<file path="src/rtl/pc_sequencer_pkg.sv">
// Shared Hack CPU definitions: sequencer state encodings and
// instruction field positions used by the fetch/execute control.
package hack_cpu_pkg;

  typedef logic [2:0] state_t;

  localparam state_t ST_RST   = 3'd0;
  localparam state_t ST_FETCH = 3'd1;
  localparam state_t ST_EXEC  = 3'd2;
  localparam state_t ST_WAIT  = 3'd3;
  localparam state_t ST_HALT  = 3'd4;

  localparam int C_BIT      = 15;
  localparam int A_BIT      = 12;
  localparam int DEST_M_BIT = 3;
  localparam int JMP_LSB    = 0;

endpackage

</file>
<file path="src/rtl/pc_sequencer_if.sv">
// ROM fetch handshake: master raises rom_req (address = PC),
// slave returns rom_data qualified by rom_ack.
interface pc_sequencer_if #(
  parameter int W = 16
);
  logic         rom_req;
  logic         rom_ack;
  logic [W-1:0] rom_data;

  modport master (
    output rom_req,
    input  rom_ack,
    input  rom_data
  );

  modport slave (
    input  rom_req,
    output rom_ack,
    output rom_data
  );
endinterface

</file>
<file path="src/rtl/pc_sequencer_jump_cond.sv">
// Hack C-instruction jump condition from j[2:0] and ALU flags.
// Ports: i_j (jump bits), i_zr/i_ng (ALU flags), o_jmp (take jump).
module hack_jump_cond (
  input  logic [2:0] i_j,
  input  logic       i_zr,
  input  logic       i_ng,
  output logic       o_jmp
);

  // j2: out<0, j1: out==0, j0: out>0
  assign o_jmp = (i_j[2] & i_ng)
               | (i_j[1] & i_zr)
               | (i_j[0] & ~i_ng & ~i_zr);

endmodule

</file>
<file path="src/rtl/pc_sequencer.sv">
// Hack CPU fetch/execute sequencer: ROM fetch, M-access stall,
// jump resolution, PC control and self-loop halt detection.
// Ports: clk/reset, rom (fetch handshake), instr/instr_valid,
// commit, ALU flags, mem_busy, a_value/pc_value, pc_* controls,
// halted.
module pc_sequencer
  import hack_cpu_pkg::*;
#(
  parameter int W           = 16,
  parameter bit HALT_DETECT = 1'b1
) (
  input  logic          clk,
  input  logic          reset,
  pc_sequencer_if.master rom,
  output logic [W-1:0]  instr,
  output logic          instr_valid,
  output logic          commit,
  input  logic          alu_zr,
  input  logic          alu_ng,
  input  logic          mem_busy,
  input  logic [W-1:0]  a_value,
  input  logic [W-1:0]  pc_value,
  output logic          pc_inc,
  output logic          pc_load,
  output logic          pc_reset,
  output logic          halted
);

  state_t       r_state;
  state_t       w_next;
  logic [W-1:0] r_instr;

  logic         w_is_c;
  logic         w_stall;
  logic         w_go;
  logic         w_jmp;
  logic         w_take;
  logic         w_self;
  logic         w_halt;
  logic [2:0]   w_j;
  logic [W-1:0] w_pc_m1;

  assign w_is_c = r_instr[C_BIT];
  assign w_j    = r_instr[JMP_LSB +: 3];

  // Only C-instrs that read or write M wait on data memory
  assign w_stall = w_is_c & mem_busy
                 & (r_instr[A_BIT] | r_instr[DEST_M_BIT]);

  // Instruction completes this cycle
  assign w_go = ((r_state == ST_EXEC) & ~w_stall)
              | ((r_state == ST_WAIT) & ~mem_busy);

  hack_jump_cond u_jc (
    .i_j   (w_j),
    .i_zr  (alu_zr),
    .i_ng  (alu_ng),
    .o_jmp (w_jmp)
  );

  assign w_take = w_is_c & w_jmp;

  // "@END; 0;JMP": unconditional jump back to its own address
  assign w_pc_m1 = pc_value - {{(W-1){1'b0}}, 1'b1};
  assign w_self  = (a_value == w_pc_m1);
  assign w_halt  = HALT_DETECT & w_go & w_is_c
                 & (w_j == 3'b111) & w_self;

  assign commit  = w_go;
  assign pc_load = w_go & w_take;
  assign pc_inc  = w_go & ~w_take;

  assign rom.rom_req  = (r_state == ST_FETCH);
  assign instr_valid  = (r_state == ST_EXEC)
                      | (r_state == ST_WAIT);
  assign pc_reset     = (r_state == ST_RST);
  assign halted       = (r_state == ST_HALT);
  assign instr        = r_instr;

  always_comb begin
    w_next = r_state;
    unique case (r_state)
      ST_RST:   w_next = ST_FETCH;
      ST_FETCH: if (rom.rom_ack) w_next = ST_EXEC;
      ST_EXEC: begin
        if (w_stall)     w_next = ST_WAIT;
        else if (w_halt) w_next = ST_HALT;
        else             w_next = ST_FETCH;
      end
      ST_WAIT: begin
        if (mem_busy)    w_next = ST_WAIT;
        else if (w_halt) w_next = ST_HALT;
        else             w_next = ST_FETCH;
      end
      ST_HALT:  w_next = ST_HALT;
      default:  w_next = ST_RST;
    endcase
  end

  always_ff @(posedge clk or posedge reset) begin
    if (reset) begin
      r_state <= ST_RST;
      r_instr <= '0;
    end else begin
      r_state <= w_next;
      if ((r_state == ST_FETCH) && rom.rom_ack)
        r_instr <= rom.rom_data;
    end
  end

endmodule
</file>
<file path="src/flat_wrapper.sv">
// flat-port wrapper written by rule: the top's interface ports become plain ports
module pc_sequencer_flat import hack_cpu_pkg::*;
#(
  parameter int W           = 16,
  parameter bit HALT_DETECT = 1'b1
)
  (clk, reset, instr, instr_valid, commit, alu_zr, alu_ng, mem_busy, a_value, pc_value, pc_inc, pc_load, pc_reset, halted, rom_rom_req, rom_rom_ack, rom_rom_data);
  pc_sequencer_if #(.W(W)) rom_i ();
  input  logic clk;
  input  logic reset;
  output logic [W-1:0] instr;
  output logic instr_valid;
  output logic commit;
  input  logic alu_zr;
  input  logic alu_ng;
  input  logic mem_busy;
  input  logic [W-1:0] a_value;
  input  logic [W-1:0] pc_value;
  output logic pc_inc;
  output logic pc_load;
  output logic pc_reset;
  output logic halted;
  output wire logic [$bits(rom_i.rom_req)-1:0] rom_rom_req;
  input wire logic [$bits(rom_i.rom_ack)-1:0] rom_rom_ack;
  input wire logic [$bits(rom_i.rom_data)-1:0] rom_rom_data;
  assign rom_rom_req = rom_i.rom_req;
  assign rom_i.rom_ack = rom_rom_ack;
  assign rom_i.rom_data = rom_rom_data;
  pc_sequencer #(.W(W), .HALT_DETECT(HALT_DETECT)) u_core (.clk(clk), .reset(reset), .rom(rom_i), .instr(instr), .instr_valid(instr_valid), .commit(commit), .alu_zr(alu_zr), .alu_ng(alu_ng), .mem_busy(mem_busy), .a_value(a_value), .pc_value(pc_value), .pc_inc(pc_inc), .pc_load(pc_load), .pc_reset(pc_reset), .halted(halted));
endmodule
</file>
<file path="config.mk">
export PLATFORM = sky130hd
export DESIGN_NAME = pc_sequencer_flat
export DESIGN_NICKNAME = d
export VERILOG_FILES = /design/src/rtl/pc_sequencer_pkg.sv /design/src/rtl/pc_sequencer_if.sv /design/src/rtl/pc_sequencer_jump_cond.sv /design/src/rtl/pc_sequencer.sv /design/src/flat_wrapper.sv
export SDC_FILE = /design/constraint.sdc
export NUM_CORES = 1
export LEC_CHECK = 0
export ABC_CLOCK_PERIOD_IN_PS = 2800
export CAP_MARGIN = 10
export CORE_MARGIN = 2
export CORE_UTILIZATION = 41
export DETAILED_ROUTE_END_ITERATION = 8
export PLACE_DENSITY_LB_ADDON = 0.05
export SETUP_SLACK_MARGIN = 0.5
export SKIP_CTS_REPAIR_TIMING = 1
export SLEW_MARGIN = 20
export SYNTH_ARGS = -nofsm -noshare
export SYNTH_HDL_FRONTEND = slang
export SYNTH_SLANG_ARGS = --single-unit
</file>
<file path="constraint.sdc">
create_clock -name clk -period 2.8 [get_ports clk]
set_input_delay 0.28 -clock clk [delete_from_list [all_inputs] [get_ports clk]]
set_output_delay 0.28 -clock clk [all_outputs]
set_load 0.005 [all_outputs]
</file>
==> flow_summary_export.csv, run 1 <==
group,metric,value,unit
grt,grt.total_usage,0.200,
synth,ys_seq_area_frac,0.350,
worst_setup_path,path_max_fanout,6,
cells_and_area,final_cells,268,
detailed_routing,vias_per_cell,5.17,
floorplan,fp-row-count,20,
power_and_ir_drop,p_switching,323,uW
power_and_ir_drop,p_int,793,uW
power_and_ir_drop,seqPwrFrac,0.387,
worst_setup_path,critPathArrivalTime,2.43,ns
sta,worst_slew_pin_slew,0.709,ns
floorplan,start_util,0.438,
clocking,htree_levels,1,
place,dp_hpwl,3080,microns
min_path,hp-class,"input port to async pin",
clocking,root_buffer,"clkbuf_4",
place,portBuffers,76,
cells_and_area,stdcell_area,2330,sq um
sta,period_minus_slack,2.25,ns
detailed_routing,postRouteAntennaNets,0,
cells_and_area,area_growth_syn_to_layout,71.5,%
synth,syn_nets,191,
synth,ys_types,35,
detailed_routing,firstDrtPassIters,4,
detailed_routing,remaining_drc_errors,0,
grt,grt_pass1_wl,5660,microns
detailed_routing,wirelength,3940,microns
power_and_ir_drop,clkPwrFrac,0.119,
floorplan,die_x,61.6,microns
sta,max_freq,444,MHz
detailed_routing,vias,1386,
cells_and_area,final_net_count,280,
floorplan,die_area,3790,sq um
worst_setup_path,r2r-start,"u_core.r_state[1]$_DFFE_PP0P_",
run_status,status,"complete, no violations",
cells_and_area,register_area,475,sq um
synth,yosys.area.top_type_share,0.350,
sta,hold_viol,0,
clocking,clkLatencyLatePin,0.28,ns
cells_and_area,fill_cells,232,
grt,grt_max_degree,20,
worst_setup_path,endpoint_kind,"flop",
sta,setup_tns,0,ns
floorplan,core-area,3100,sq um
synth,syn_area_per_cell,10.0,sq um
grt,antenna_found_initial,0,
cells_and_area,drive_gt1_frac,0.205,
sta,fin_skew,0.00656,ns
power_and_ir_drop,p_sw_frac,0.289,
sta,grt_setup_unrepaired,"no",
clocking,tritoncts,"built",
worst_setup_path,cp-start-kind,"input port",
cells_and_area,multi_input_area,908,sq um
worst_setup_path,crit_type,"input port to flop",
floorplan,pin_count,77,
synth,yosysTopAreaCell,"dfrtp_1",
power_and_ir_drop,ir_drop,412,uV
clocking,path_clk_slew,0.11,ns
place,gp_congestion,0.915,
cells_and_area,antennaDiodeCount,0,
cells_and_area,final_util,0.752,
detailed_routing,avgRoutedWirePerCell,14.7,microns
synth,synth_area,1360,sq um
worst_setup_path,crit_start,"pc_value[6]",
synth,synth-edff-count,0,
synth,yosys_warnings,0,
place,place_area,2240,sq um
worst_setup_path,cp.required,2.98,ns
power_and_ir_drop,leakage,0.883,nW
synth,ys.flop_type,"dfrtp_1",
sta,slew_headroom,0.527,
synth,async_flop_share,1.00,
synth,synthTopCellsByArea,"dfrtp_1, mux2_2, xnor2_1",
detailed_routing,drtIter0Drc,97,
grt,grt_pass1_vias,1420,
clocking,clock_sinks,19,
place,placedCellCount,263,
power_and_ir_drop,power_density,478,nW/um^2
flow_run,cap_viol_max_count,0,
clocking,clock_path_buffers,2,
sta,setup_viol,0,
sta,slew_violations,0,
floorplan,die_y,61.6,microns
clocking,tritoncts.num_buffers,3,
grt,grt-ovfl-total,0,
synth,syn_inst,136,
sta,period_share,0.804,
power_and_ir_drop,combPwrFrac,0.494,
synth,postSynthRegisterBits,19,
layout make-up:
cell class	count	share of cell area
Tap cell	44	0.0236
Inverter	5	0.00805
Sequential cell	19	0.204
Clock buffer	4	0.0113
Multi-Input combinational cell	109	0.389
Timing Repair Buffer	87	0.364
layout by cell type, fill, tap and decap left out, drive strengths merged, types with 5 or more instances in the layout:
master / instances
dfrtp: 19
o21ai: 5
clkdlybuf4s50: 74
nor3: 7
nor2: 8
nand3: 5
buf: 11
inv: 5
nor4: 6
mux2: 17
nand2b: 5
xnor2: 16
a21oi: 8
synthesized netlist by cell type (all sizes together) (4+ instances only):
cell type,count
inv,5
nor4,6
nand3,5
nand2b,5
nor3b,4
dfrtp,19
xnor2,16
o21ai,5
nand3b,4
nor3,7
nor2,8
a21oi,8
mux2,17
xor2,4
cell families after synthesis:
logic type | count (synthesis) | synth area share
simple gates | 50 | 0.242
compound gates | 21 | 0.0966
xor+xnor | 20 | 0.129
flops | 19 | 0.350
mux | 17 | 0.141
buf+inv | 8 | 0.0331
fa+ha+maj | 1 | 0.00920
critical path, stage by stage:
cell	delay, ns
clkdlybuf4s50_1	0.52
or4_4	0.62
or2_4	0.29
nor3_1	0.22
a21oi_1	0.10
nor4_4	0.30
a21oi_1	0.09
state kept, by name (all words and copies together) (netlist names):
name,cells
u_core.instr,16
u_core.r_state,3
worst paths after layout:
kind	to	slack [ns]	cells after the start
worst min register to register	u_core.instr[13]$_DFFE_PP0P_	0.52	1
max in group asynchronous	u_core.instr[4]$_DFFE_PP0P_	1.95	2
worst max register to register	u_core.instr[3]$_DFFE_PP0P_	1.07	4
worst min-delay path	u_core.instr[10]$_DFFE_PP0P_	0.40	2
min in group clk	u_core.instr[13]$_DFFE_PP0P_	0.52	1
worst max-delay path	u_core.r_state[0]$_DFFE_PP0P_	0.55	7
per-layer routing:
layer,track usage,vias to the layer above,wire (microns)
li1,-,676,-
met1,0.200,653,1490
met2,0.395,51,2120
met3,0.0630,6,279
met4,0.0486,0,50
met5,0,-,0
power by group through the flow:
stage	clock network [mW]	logic, mW	registers (mW)
final	0.133	0.551	0.432
after global routing	0.150	0.594	0.446
after CTS	0.141	0.547	0.433
after detailed placement	0	0.542	0.438
after global placement	0	0.533	0.433
after floorplan	0	0.202	0.436
through the flow:
| step | hold slack, ns | power, mW | setup WS (ns) |
|---|---|---|---|
| finish | 0.396 | 1.12 | 0.549 |
| global route | 0.471 | 1.19 | 0.485 |
| global placement | 0.490 | 0.966 | -0.0204 |
| floorplan | 0.231 | 0.638 | 0.512 |
| detailed placement | 0.495 | 0.980 | -0.111 |
| CTS | 0.430 | 1.12 | 0.203 |
No activity file was read; power rests on OpenSTA's default activity.
==> inputs of run 2 (changes only) <==
ABC_CLOCK_PERIOD_IN_PS = 2100   (was 2800)
CORE_UTILIZATION = 38   (was 41)
clock period = 2.1 ns   (was 2.8 ns; I/O delays follow)
==> run 2 against run 1 <==
Utilization is 0.92 points higher. Count of clock-buffer cells in the layout decreased by 1. Critical path depth rose by 1. Sequential power increased by 35%. Flip-flop and latch count unchanged. Cell count grew 8.2%. Via count up 9.2%. Hold slack worse by 0.096 ns. Die area is 7.4% higher.
==> flow_summary_export.csv, run 2 (synthesis results as in run 1) <==
group,metric,value,unit
place,place_area,2370,sq um
worst_setup_path,crit_type,"input port to flop",
sta,hold_viol,0,
clocking,clkLatencyLatePin,0.30,ns
grt,grt_pass1_vias,1570,
cells_and_area,fill_cells,226,
place,placedCellCount,276,
place,gp_congestion,0.893,
floorplan,pin_count,77,
grt,grt_max_degree,20,
floorplan,die_area,4070,sq um
detailed_routing,vias_per_cell,5.22,
detailed_routing,drtIter0Drc,62,
floorplan,start_util,0.401,
detailed_routing,remaining_drc_errors,0,
worst_setup_path,path_cells,"clkbuf_2 -> or4_4 -> buf_6 -> nor4_4 -> xnor2_1 -> o21ai_2 -> a2111oi_4 -> a21oi_1",
grt,grt_pass1_wl,6780,microns
sta,slew_headroom,0.535,
sta,worst_slew_pin_slew,0.697,ns
worst_setup_path,ff2ff_path_depth,7,
flow_run,cap_viol_max_count,0,
worst_setup_path,cp-start-kind,"input port",
place,portBuffers,76,
floorplan,die_x,63.8,microns
worst_setup_path,r2r-start,"u_core.instr[3]$_DFFE_PP0P_",
worst_setup_path,cp_slowest_cell,"or4_4",
clocking,clock_sinks,19,
worst_setup_path,critPathArrivalTime,1.98,ns
sta,fin_skew,0.00761,ns
min_path,hp-class,"input port to async pin",
clocking,tritoncts.num_buffers,3,
floorplan,core-area,3390,sq um
sta,period_share,0.859,
run_status,status,"complete, no violations",
cells_and_area,final_cells,290,
detailed_routing,postRouteAntennaNets,0,
detailed_routing,firstDrtPassIters,4,
power_and_ir_drop,ir_drop,656,uV
clocking,clock_path_buffers,2,
cells_and_area,area_growth_syn_to_layout,89.6,%
sta,grt_setup_unrepaired,"yes",
worst_setup_path,r2r_end,"u_core.r_state[0]$_DFFE_PP0P_",
worst_setup_path,endpoint_kind,"flop",
cells_and_area,largest_reg_flops,16,
power_and_ir_drop,power_density,612,nW/um^2
grt,grt-ovfl-total,0,
worst_setup_path,cp_slowest_stage_delay,0.55,ns
worst_setup_path,path_max_fanout,2,
grt,grt.total_usage,0.209,
clocking,tritoncts,"built",
power_and_ir_drop,leakage,1.11,nW
worst_setup_path,cp.required,2.28,ns
cells_and_area,final_common_cell,"clkdlybuf4s50_1",
detailed_routing,wirelength,4280,microns
clocking,htree_levels,1,
place,dp_hpwl,3320,microns
worst_setup_path,rrSetupSlack,0.37,ns
floorplan,fp-row-count,21,
sta,setup_viol,0,
detailed_routing,vias,1514,
cells_and_area,antennaDiodeCount,0,
cells_and_area,final_net_count,300,
sta,setup_tns,0,ns
cells_and_area,drive_gt1_frac,0.340,
clocking,path_clk_slew,0.11,ns
clocking,root_buffer,"clkbuf_4",
grt,antenna_found_initial,0,
cells_and_area,stdcell_area,2580,sq um
detailed_routing,avgRoutedWirePerCell,14.7,microns
sta,period_minus_slack,1.80,ns
sta,max_freq,554,MHz
sta,slew_violations,0,
floorplan,die_y,63.8,microns
cells_and_area,layout_common_cells,"clkdlybuf4s50_1, buf_4, mux2_2, dfrtp_1, xnor2_1",
run 2: layer usage:
layer | up-vias | part of all wire | global-route usage
li1 | 722 | - | -
met1 | 718 | 0.37 | 0.210
met2 | 63 | 0.54 | 0.406
met3 | 11 | 0.072 | 0.0528
met4 | 0 | 0.020 | 0.0788
met5 | - | 0 | 0
run 2: worst max-delay path, delay by kind of cell:
family	cells	cell delay (ns)
buffers and inverters	2	0.24
and+or+nand+nor	2	0.81
xor gates and xnor gates	1	0.16
AOI/OAI and AO/OA	3	0.56
run 2: how the worst max path moves through the flow:
stage | startpoint | end | cells after the start
after floorplan | pc_value[5] | u_core.r_state[2]$_DFFE_PP0P_ | 8
after global placement | pc_value[0] | u_core.r_state[0]$_DFFE_PP0P_ | 9
after detailed placement | pc_value[0] | u_core.r_state[0]$_DFFE_PP0P_ | 9
after CTS | pc_value[0] | u_core.r_state[0]$_DFFE_PP0P_ | 9
after global routing | pc_value[1] | u_core.r_state[0]$_DFFE_PP0P_ | 10
final | pc_value[11] | u_core.r_state[0]$_DFFE_PP0P_ | 8
run 2: stage by stage:
stage / hold slack (ns) / worst slack (ns) / power, mW / utilization
2_1_floorplan: 0.161 / 0.204 / 0.859 / -
3_3_place_gp: 0.490 / -0.347 / 1.31 / 0.701
3_5_place_dp: 0.496 / -0.431 / 1.34 / 0.701
4_1_cts: 0.324 / -0.107 / 1.53 / 0.709
5_1_grt: 0.368 / 0.227 / 1.67 / 0.761
6_report: 0.299 / 0.296 / 1.58 / 0.761
run 2: cell type report:
cell class                 count  area (sq um)  share of cell area
tap                           46          57.6              0.0223
multi-input combinational    109           970               0.376
timing repair buffer         107          1020               0.396
inverter                       5          23.8             0.00922
clock buffer                   3          22.5             0.00873
sequential                    19           478               0.185
clock inverter                 1          5.00             0.00194
run 2: where the power goes:
part           total [mW]  leakage [nW]  switching, mW  internal [mW]
clock network       0.182        0.0177          0.111         0.0711
logic               0.810         0.874          0.263          0.547
registers           0.585         0.220         0.0982          0.487
==> inputs of run 3 (changes only) <==
ABC_CLOCK_PERIOD_IN_PS = 1750   (was 2100)
CORE_ASPECT_RATIO = 2   (was unset)
clock period = 1.75 ns   (was 2.1 ns; I/O delays follow)
==> run 3 against run 2 <==
The run now ends with setup timing left. Global-route usage increased by 2.7 points. Clock skew decreased by 0.0056 ns. Total power increased by 39%. Hold slack improved by 0.041 ns. First-iteration DRC count decreased by 66%. Critical path type unchanged. Critical endpoint unchanged. Highest routed layer unchanged.
==> flow_summary_export.csv, run 3 (synthesis results as in run 1) <==
group,metric,value,unit
floorplan,die_area,4100,sq um
power_and_ir_drop,ir_drop,718,uV
cells_and_area,final_net_count,309,
cells_and_area,largest_reg_flops,16,
floorplan,fp-row-count,30,
place,gp_congestion,0.851,
clocking,clock_path_buffers,2,
sta,postLayoutSetupSlackWorst,-0.116,ns
worst_setup_path,crit_type,"input port to flop",
place,portBuffers,76,
worst_setup_path,cp_slowest_stage_delay,0.50,ns
cells_and_area,final_cells,301,
sta,slew_violations,0,
cells_and_area,final_util,0.831,
cells_and_area,final_common_cell,"clkdlybuf4s50_1",
grt,grt_pass1_wl,6990,microns
run_status,violations,"setup timing",
sta,grt_setup_unrepaired,"yes",
detailed_routing,wirelength,5160,microns
floorplan,start_util,0.398,
worst_setup_path,rrSetupSlack,0.07,ns
sta,fin_skew,0.00199,ns
clocking,clkLatencyLatePin,0.25,ns
detailed_routing,firstDrtPassIters,4,
cells_and_area,antennaDiodeCount,0,
floorplan,die_x,46.3,microns
worst_setup_path,critPathArrivalTime,1.99,ns
sta,max_freq,536,MHz
floorplan,die_y,88.6,microns
clocking,clock_sinks,19,
cells_and_area,area_growth_syn_to_layout,109,%
power_and_ir_drop,power_density,774,nW/um^2
power_and_ir_drop,leakage,1.44,nW
clocking,htree_levels,1,
floorplan,pin_count,77,
sta,setup_tns,-0.207,ns
sta,slew_headroom,0.511,
run_status,status,"complete, but fails checks",
detailed_routing,vias_per_cell,5.23,
worst_setup_path,cp-start-kind,"input port",
flow_run,cap_viol_max_count,0,
cells_and_area,drive_gt1_frac,0.360,
grt,antenna_found_initial,0,
place,place_area,2510,sq um
sta,setup_viol,2,
worst_setup_path,cp_slowest_cell,"or4b_4",
grt,grt_max_degree,20,
detailed_routing,vias,1575,
sta,worst_slew_pin_slew,0.732,ns
place,dp_hpwl,3780,microns
detailed_routing,avgRoutedWirePerCell,17.1,microns
detailed_routing,postRouteAntennaNets,0,
sta,period_share,1.07,
worst_setup_path,endpoint_kind,"flop",
worst_setup_path,path_max_fanout,5,
grt,grt-ovfl-total,0,
clocking,tritoncts.num_buffers,3,
sta,hold_viol,0,
cells_and_area,stdcell_area,2840,sq um
worst_setup_path,ff2ff_path_depth,7,
place,placedCellCount,286,
min_path,hp-class,"input port to async pin",
detailed_routing,remaining_drc_errors,0,
grt,grt.total_usage,0.236,
grt,grt_pass1_vias,1624,
detailed_routing,drtIter0Drc,21,
floorplan,core-area,3420,sq um
sta,period_minus_slack,1.87,ns
cells_and_area,layout_common_cells,"clkdlybuf4s50_1, buf_4, dlymetal6s2s_1",
clocking,tritoncts,"built",
clocking,root_buffer,"clkbuf_8",
worst_setup_path,cp.required,1.88,ns
worst_setup_path,path_cells,"buf_8 -> inv_6 -> ha_4 -> or4b_4 -> nor4_4 -> xnor2_1 -> nand3_1 -> a2111oi_4 -> a21oi_1",
clocking,path_clk_slew,0.07,ns
-- run 3: worst paths after layout --
path                                              startpoint                            end
worst max-delay path                             pc_value[1]  u_core.r_state[0]$_DFFE_PP0P_
max in group asynchronous                              reset    u_core.instr[5]$_DFFE_PP0P_
worst max register to register  u_core.instr[12]$_DFFE_PP0P_  u_core.r_state[0]$_DFFE_PP0P_
worst min register to register   u_core.instr[7]$_DFFE_PP0P_    u_core.instr[7]$_DFFE_PP0P_
min in group clk                                    mem_busy  u_core.r_state[1]$_DFFE_PP0P_
worst min-delay path                                   reset    u_core.instr[2]$_DFFE_PP0P_
-- run 3: layer usage --
metal  wire (microns)  track usage  vias to the layer above  share of wire
li1                 -            -                      733              -
met1             1580        0.214                      765           0.31
met2             3150        0.463                       59           0.61
met3              204       0.0347                       18          0.040
met4              224        0.114                        0          0.043
met5                0            0                        -              0
-- run 3: through the flow --
stage,hold slack [ns],worst slack (ns),total power [mW]
floorplan,0.126,-0.111,1.13
global placement,0.494,-0.624,1.75
detailed placement,0.495,-0.757,1.78
CTS,0.365,-0.488,2.10
global route,0.441,-0.214,2.31
finish,0.340,-0.116,2.20
-- run 3: layout make-up --
cell class	count	area (sq um)
Timing Repair Buffer	116	1170
Multi-Input combinational cell	109	1060
Fill cell	185	577
Sequential cell	19	475
Tap cell	48	60.1
Clock buffer	4	45.0
Inverter	5	26.3
-- run 3: critical path, delay by kind of cell --
family	cells	cell delay [ns]
AO/OA/AOI/OAI	2	0.50
XOR/XNOR	1	0.15
adder cells (fa/ha/maj)	1	0.12
buffers and inverters	2	0.15
AND/OR/NAND/NOR	3	0.88
-- run 3: where the power goes --
| group | total, mW | leakage, nW | internal, mW | switching, mW |
|---|---|---|---|---|
| combinational | 1.21 | 1.19 | 0.797 | 0.411 |
| clock | 0.299 | 0.0228 | 0.162 | 0.138 |
| sequential | 0.689 | 0.223 | 0.585 | 0.104 |
| total | 2.20 | 1.44 | 1.54 | 0.653 |
